## config.mk

```make
export PLATFORM = sky130hd
export DESIGN_NAME = tiled_sa_controller
export DESIGN_NICKNAME = d
export VERILOG_FILES = /design/src/rtl/tiled_sa_pkg.sv /design/src/rtl/sa_tile_counter.sv /design/src/rtl/tiled_sa_controller.sv
export SDC_FILE = /design/constraint.sdc
export NUM_CORES = 1
export LEC_CHECK = 0
export BUFFER_PORTS_ARGS = -buffer_cell sky130_fd_sc_hd__buf_2
export CAP_MARGIN = 10
export CORE_ASPECT_RATIO = 0.75
export CORE_UTILIZATION = 57
export CTS_CLUSTER_DIAMETER = 200
export DETAILED_ROUTE_END_ITERATION = 10
export PLACE_DENSITY = 0.87
export SLEW_MARGIN = 20
export SYNTH_ARGS = -nofsm -noshare
export SYNTH_HDL_FRONTEND = slang
export SYNTH_SLANG_ARGS = --single-unit
```

## constraint.sdc

```tcl
create_clock -name clk -period 5.9 [get_ports clk]
set_input_delay 1.18 -clock clk [delete_from_list [all_inputs] [get_ports clk]]
set_output_delay 1.18 -clock clk [all_outputs]
set_load 0.02 [all_outputs]
```

## src/rtl/tiled_sa_pkg.sv

```systemverilog
// Shared definitions for the tiled systolic-array controller: FSM state
// encoding and small elaboration/arithmetic helpers used by the address units.
package tiled_sa_pkg;

    typedef enum logic [2:0] {
        ST_IDLE,
        ST_CLEAR,
        ST_FEED,
        ST_DRAIN,
        ST_DONE
    } state_t;

    // Ceiling log2, used to size the drain-row index and shift amounts.
    function automatic int clog2(input int value);
        int res;
        res = 0;
        for (int i = 0; i < 31; i++) begin
            if ((1 << i) < value) res = i + 1;
        end
        return res;
    endfunction

    // ceil(value / 2**shift) without a divider; callers truncate the result.
    function automatic logic [31:0] ceil_div_pow2(input logic [31:0] value, input int shift);
        logic [32:0] sum;
        logic [32:0] quot;
        sum  = {1'b0, value} + ((33'd1 << shift) - 33'd1);
        quot = sum >> shift;
        return quot[31:0];
    endfunction

endpackage

```

## src/rtl/sa_tile_counter.sv

```systemverilog
// Nested output-tile counter: tc runs inner, tr advances on each tc wrap.
// Flags the final tile so the sequencer knows when the job is complete.
module sa_tile_counter #(
    parameter int WIDTH = 16
) (
    input  logic             clk,
    input  logic             rst,
    input  logic             i_clr,
    input  logic             i_adv,
    input  logic [WIDTH-1:0] i_num_rows,
    input  logic [WIDTH-1:0] i_num_cols,
    output logic [WIDTH-1:0] o_tr,
    output logic [WIDTH-1:0] o_tc,
    output logic             o_last_tile
);

    logic [WIDTH-1:0] r_tr;
    logic [WIDTH-1:0] r_tc;
    logic             w_last_col;
    logic             w_last_row;

    assign w_last_col  = (r_tc == i_num_cols - WIDTH'(1));
    assign w_last_row  = (r_tr == i_num_rows - WIDTH'(1));
    assign o_last_tile = w_last_col && w_last_row;
    assign o_tr        = r_tr;
    assign o_tc        = r_tc;

    // Advance column index, wrapping into the next tile row
    always_ff @(posedge clk) begin
        if (rst || i_clr) begin
            r_tr <= '0;
            r_tc <= '0;
        end else if (i_adv) begin
            if (w_last_col) begin
                r_tc <= '0;
                r_tr <= r_tr + WIDTH'(1);
            end else begin
                r_tc <= r_tc + WIDTH'(1);
            end
        end
    end

endmodule

```

## src/rtl/tiled_sa_controller.sv

```systemverilog
// Tiled systolic-array sequencer: walks C = A*B tile by tile, issuing skewed
// SRAM read addresses and feed enables, clearing the accumulators per tile,
// and draining valid result rows to the ofmap writer under backpressure.
module tiled_sa_controller
    import tiled_sa_pkg::*;
#(
    parameter int WIDTH           = 16,
    parameter int SRAM_ADDR_WIDTH = 10,
    parameter int SA_ROWS         = 4,
    parameter int SA_COLS         = 4
) (
    input  logic                        clk,
    input  logic                        rst,
    input  logic                        start,
    input  logic [WIDTH-1:0]            k,
    input  logic [WIDTH-1:0]            m,
    input  logic [WIDTH-1:0]            n,
    input  logic                        out_ready,
    output logic                        busy,
    output logic                        done,
    output logic                        error,
    output logic [SRAM_ADDR_WIDTH-1:0]  ifmaps_addr,
    output logic [SRAM_ADDR_WIDTH-1:0]  filters_addr,
    output logic                        enable_ifmaps_to_sa,
    output logic                        enable_filters_to_sa,
    output logic                        clear_acc,
    output logic                        ofmap_valid,
    output logic [SRAM_ADDR_WIDTH-1:0]  ofmap_addr,
    output logic [clog2(SA_ROWS)-1:0]   drain_row
);

    localparam int LOG_R = clog2(SA_ROWS);
    localparam int LOG_C = clog2(SA_COLS);
    localparam int XW    = WIDTH + 1;
    localparam int PW    = 2 * WIDTH + 2;
    localparam int AW    = SRAM_ADDR_WIDTH;

    state_t           r_state;
    logic [WIDTH-1:0] r_k, r_m, r_n;
    logic [XW-1:0]    r_t;
    logic [LOG_R-1:0] r_row;
    logic             r_busy, r_done, r_error, r_clear, r_valid;
    logic             r_en_i, r_en_f;
    logic [AW-1:0]    r_ifm_addr, r_fil_addr, r_ofm_addr;

    logic [WIDTH-1:0] w_nr, w_nt, w_tr, w_tc;
    logic             w_last_tile, w_last_row, w_zero, w_clr, w_adv;
    logic [XW-1:0]    w_li, w_lf, w_f_last, w_t_feed;
    logic [LOG_R-1:0] w_row_next;
    logic [PW-1:0]    w_grow_cur, w_grow_next;
    logic [AW-1:0]    w_ifm_next, w_fil_next, w_ofm_next;

    // Tile grid size and per-tile feed lengths, all from the captured dimensions
    assign w_nr     = WIDTH'(ceil_div_pow2(32'(r_k), LOG_R));
    assign w_nt     = WIDTH'(ceil_div_pow2(32'(r_n), LOG_C));
    assign w_li     = XW'(r_m) + XW'(SA_ROWS - 1);
    assign w_lf     = XW'(r_m) + XW'(SA_COLS - 1);
    assign w_f_last = XW'(r_m) + XW'(SA_ROWS + SA_COLS - 3);

    // Feed step being set up for the coming cycle (0 when leaving CLEAR)
    assign w_t_feed   = (r_state == ST_FEED) ? r_t + XW'(1) : '0;
    assign w_ifm_next = AW'(PW'(w_tr) * PW'(w_li) + PW'(w_t_feed));
    assign w_fil_next = AW'(PW'(w_tc) * PW'(w_lf) + PW'(w_t_feed));

    // Drain row being presented next (0 when leaving FEED)
    assign w_row_next  = (r_state == ST_DRAIN) ? r_row + LOG_R'(1) : '0;
    assign w_grow_cur  = (PW'(w_tr) << LOG_R) + PW'(r_row);
    assign w_grow_next = (PW'(w_tr) << LOG_R) + PW'(w_row_next);
    assign w_ofm_next  = AW'(w_grow_next * PW'(w_nt) + PW'(w_tc));
    // Valid rows are contiguous from row 0, so the tile ends at the array edge or at k
    assign w_last_row  = (r_row == LOG_R'(SA_ROWS - 1)) || (w_grow_cur + PW'(1) >= PW'(r_k));

    assign w_zero = (k == '0) || (m == '0) || (n == '0);
    assign w_clr  = (r_state == ST_IDLE) && start;
    assign w_adv  = (r_state == ST_DRAIN) && out_ready && w_last_row && !w_last_tile;

    sa_tile_counter #(
        .WIDTH(WIDTH)
    ) u_tile_counter (
        .clk         (clk),
        .rst         (rst),
        .i_clr       (w_clr),
        .i_adv       (w_adv),
        .i_num_rows  (w_nr),
        .i_num_cols  (w_nt),
        .o_tr        (w_tr),
        .o_tc        (w_tc),
        .o_last_tile (w_last_tile)
    );

    // Job sequencer with all outputs registered
    always_ff @(posedge clk) begin
        if (rst) begin
            r_state    <= ST_IDLE;
            r_k        <= '0;
            r_m        <= '0;
            r_n        <= '0;
            r_t        <= '0;
            r_row      <= '0;
            r_busy     <= 1'b0;
            r_done     <= 1'b0;
            r_error    <= 1'b0;
            r_clear    <= 1'b0;
            r_valid    <= 1'b0;
            r_en_i     <= 1'b0;
            r_en_f     <= 1'b0;
            r_ifm_addr <= '0;
            r_fil_addr <= '0;
            r_ofm_addr <= '0;
        end else begin
            r_clear <= 1'b0;
            r_done  <= 1'b0;
            case (r_state)
                ST_IDLE: begin
                    if (start) begin
                        r_k     <= k;
                        r_m     <= m;
                        r_n     <= n;
                        r_busy  <= 1'b1;
                        r_error <= w_zero;
                        if (w_zero) begin
                            r_state <= ST_DONE;
                            r_done  <= 1'b1;
                        end else begin
                            r_state <= ST_CLEAR;
                            r_clear <= 1'b1;
                        end
                    end
                end
                ST_CLEAR, ST_FEED: begin
                    if (r_state == ST_FEED && r_t == w_f_last) begin
                        r_state    <= ST_DRAIN;
                        r_en_i     <= 1'b0;
                        r_en_f     <= 1'b0;
                        r_valid    <= 1'b1;
                        r_row      <= w_row_next;
                        r_ofm_addr <= w_ofm_next;
                    end else begin
                        r_state <= ST_FEED;
                        r_t     <= w_t_feed;
                        if (w_t_feed < w_li) begin
                            r_en_i     <= 1'b1;
                            r_ifm_addr <= w_ifm_next;
                        end else begin
                            r_en_i <= 1'b0;
                        end
                        if (w_t_feed < w_lf) begin
                            r_en_f     <= 1'b1;
                            r_fil_addr <= w_fil_next;
                        end else begin
                            r_en_f <= 1'b0;
                        end
                    end
                end
                ST_DRAIN: begin
                    if (out_ready) begin
                        if (w_last_row) begin
                            r_valid <= 1'b0;
                            if (w_last_tile) begin
                                r_state <= ST_DONE;
                                r_done  <= 1'b1;
                            end else begin
                                r_state <= ST_CLEAR;
                                r_clear <= 1'b1;
                            end
                        end else begin
                            r_row      <= w_row_next;
                            r_ofm_addr <= w_ofm_next;
                        end
                    end
                end
                ST_DONE: begin
                    r_state    <= ST_IDLE;
                    r_busy     <= 1'b0;
                    r_row      <= '0;
                    r_ifm_addr <= '0;
                    r_fil_addr <= '0;
                    r_ofm_addr <= '0;
                end
                default: r_state <= ST_IDLE;
            endcase
        end
    end

    assign busy                 = r_busy;
    assign done                 = r_done;
    assign error                = r_error;
    assign ifmaps_addr          = r_ifm_addr;
    assign filters_addr         = r_fil_addr;
    assign enable_ifmaps_to_sa  = r_en_i;
    assign enable_filters_to_sa = r_en_f;
    assign clear_acc            = r_clear;
    assign ofmap_valid          = r_valid;
    assign ofmap_addr           = r_ofm_addr;
    assign drain_row            = r_row;

endmodule
```

==> run metrics <==
status=completed; VDD IR max=0.2032 mV; commonest non-fill, non-tap cells in the layout=267 x nand2_1, 203 x inv_1, 129 x dfxtp_1, 127 x a21oi_1, 124 x ha_1; number of synthesized register bits=138; Net Sw Power=0.0009606 W; max_cap viols=0; Power, Total=0.002760 W; commonest non-fill, non-tap cell in the layout=nand2_1; Setup TNS=0 ps; vias=14.13k; # DRC=0; Post-Syn Area=15050 sq um; Via density=6.094; worst min path class=reg -> reg; Post-Place Cell Area=15850 sq um; antenna-violating nets left=0; die area=27060 sq um; final worst setup slack=225.6 ps; final setup vio count=0; placed cells=2281; FFs w/ async S/R, synth=0; syn_area_per_cell=7.822 sq um; H-tree Lvls=4; antenna fix cells=0; CP Launch Type=flip-flop; Final Max Slew Viols=0; 1st-pass router iterations=5; Crit Path Max Fanout=12; routed wire length=42150 microns; DR WL/cell=18.19 microns; Clock Sinks=138; fin area=16580 sq um; vias in the first global route=13.52k; Netlist cell types=82; slew margin rel.=0.2719; fmax=176.2 MHz; Clock Pin Slew Worst Setup and Hold Paths=70 ps; P per Cell Area=166.4 nW/um^2; CTS Buf Count=17; Leak=7.187 nW; Layout Nets=2227; Max Clock Skew=12.37 ps; Sw Share=0.3481; CTS root buf=clkbuf_16; hold buffers post-CTS=0; Place WS=-199.4 ps; reg2reg start=r_m[0]$_SDFFE_PP0P_; GR Overflow Total=0; Int Pwr=0.001799 W; hold path startpoint=ifmaps_addr[0]$_SDFFE_PP0P_; CTS tree=yes; initial antenna violation count=1; core area=25970 sq um; CP endpoint kind=flip-flop; layout cells sized above 1=0.1170; Ports=91; yosys warns=0; Initial DRC Count=1411; Total Routing Usage GR=0.3204; area delta synth->final=10.19%; row count=51; crit path from=r_m[0]$_SDFFE_PP0P_; Starting Density=0.5795; critical path class=reg -> reg; Final GP Congestion=0.9582; Mapped Cells=1924; Die X=189.6 microns; Flop pwr share=0.370; WP data arrival=6060 ps; Critical Path RT=6280 ps; Die Span Y=142.7 microns; HPWL Detailed=32300 microns; Worst-Margin Slew=1082 ps; pin count of the biggest net entering global routing=79; Filler Cell Count=2141; number of flops mapped to enable cells by yosys=0; CTS Buffer Depth=2; IO buf count=90; syn nets=2190; Hold Vio Cnt, Final=0; fin crit share=0.9618; min Tclk post-route=5674 ps; Finished Layout Cells=2318; Clk pwr share=0.406; first-pass GRT wire length=68690 microns; Main synth FF type=dfxtp_1; combinational share of power=0.224; Worst-Skew Late Latency=460 ps; sequential fraction of the synthesis area=0.1836
repair_timing:
item | in CTS | in global routing
gates cloned | 0 | 0
setup endpoints to repair | 1 | 3
resized for setup | 4 | 22
setup buffers | 1 | 4
pin swaps | 1 | 7
flip-flops by register name, indices dropped and copies added, names as in the netlist, 2 cells and up:
| signal | cells |
|---|---|
| r_state | 3 |
| ofmap_addr | 10 |
| r_n | 16 |
| r_k | 16 |
| drain_row | 2 |
| r_m | 16 |
| u_tile_counter.o_tr | 16 |
| ifmaps_addr | 10 |
| u_tile_counter.o_tc | 16 |
| filters_addr | 10 |
| r_t | 17 |
critical path, cell delays in order, from the launching register on:
cell and delay [ps]:
dfxtp_4 390, inv_1 60, ha_1 210, nand3b_1 260, xnor2_1 240, buf_4 220, nand2_1 90, fa_1 500
fa_1 520, inv_1 50, ha_1 310, fa_1 540, inv_1 50, fa_1 520, inv_1 40, ha_1 340
a21oi_2 200, o21bai_1 100, a21oi_1 170, xnor3_1 410, mux2_2 270, nor2_1 90
power by group through the flow:
stage,Clock (W),Combinational (W),Sequential (W)
floorplan,0,0.000442,0.00101
global placement,0,0.000580,0.00104
detailed placement,0,0.000593,0.00104
CTS,0.00113,0.000599,0.00102
global route,0.00117,0.000673,0.00103
finish,0.00112,0.000619,0.00102
cells by family (layout without fill, tap and decap cells):
logic type | count (synthesis) | in the layout | synth area share
AOI/OAI and AO/OA | 300 | 300 | 0.1275
xor gates and xnor gates | 169 | 169 | 0.1084
adders and majority gates | 215 | 215 | 0.2235
buffers and inverters | 334 | 384 | 0.08522
DFF | 138 | 138 | 0.1836
muxes | 46 | 46 | 0.03159
and+or+nand+nor | 722 | 722 | 0.2403
synth_stat cells (7+ instances only):
library cell	instances	share of area
a21o_1	12	0.0060
a21oi_1	128	0.043
and2_1	33	0.014
and3_1	15	0.0062
and4_1	9	0.0052
buf_1	7	0.0017
buf_2	7	0.0023
clkbuf_1	113	0.028
dfxtp_1	138	0.18
fa_1	90	0.12
ha_1	124	0.10
inv_1	203	0.051
mux2_2	12	0.0090
mux2i_1	34	0.023
nand2_1	267	0.067
nand2b_1	18	0.0075
nand3_1	45	0.015
nand4_1	31	0.013
nor2_1	124	0.031
nor2b_1	34	0.014
nor3_1	16	0.0053
nor4_1	38	0.016
o211ai_1	16	0.0080
o21ai_0	42	0.014
o21bai_1	10	0.0050
o31ai_1	14	0.0070
or3_1	29	0.012
or4_1	22	0.011
xnor2_1	115	0.067
xnor3_1	11	0.016
xor2_1	43	0.025
final cells by class:
| cell class | count | area [sq um] | share of cell area |
|---|---|---|---|
| multi-input cells | 1452 | 11100 | 0.6691 |
| flip-flops and latches | 138 | 2784 | 0.1679 |
| repair buffers | 149 | 908.4 | 0.05478 |
| inverters | 203 | 762.0 | 0.04595 |
| well taps | 344 | 430.4 | 0.02595 |
| clock buffers | 17 | 425.4 | 0.02565 |
| clock inverters | 15 | 177.7 | 0.01071 |
through the flow:
step	hold WS, ps	utilization
6_report	462.4	0.6385
3_3_place_gp	449.1	0.6103
3_5_place_dp	456.7	0.6103
4_1_cts	466.6	0.6342
2_1_floorplan	469.8	-
5_1_grt	484.1	0.6385
worst paths after layout:
kind | endpoint | slack, ps | depth (start not counted)
worst max-delay path | ifmaps_addr[9]$_SDFFE_PP0P_ | 230 | 21
worst min-delay path | ifmaps_addr[0]$_SDFFE_PP0P_ | 460 | 2
worst max register to register | ifmaps_addr[9]$_SDFFE_PP0P_ | 230 | 21
worst min register to register | ifmaps_addr[0]$_SDFFE_PP0P_ | 460 | 2
layer usage:
layer / part of all wire / GRT usage
met5: 0 / 0
met4: 0.028 / 0.1129
met3: 0.10 / 0.07029
met2: 0.44 / 0.4933
met1: 0.44 / 0.4420
Power figures use the tool's default switching activity.
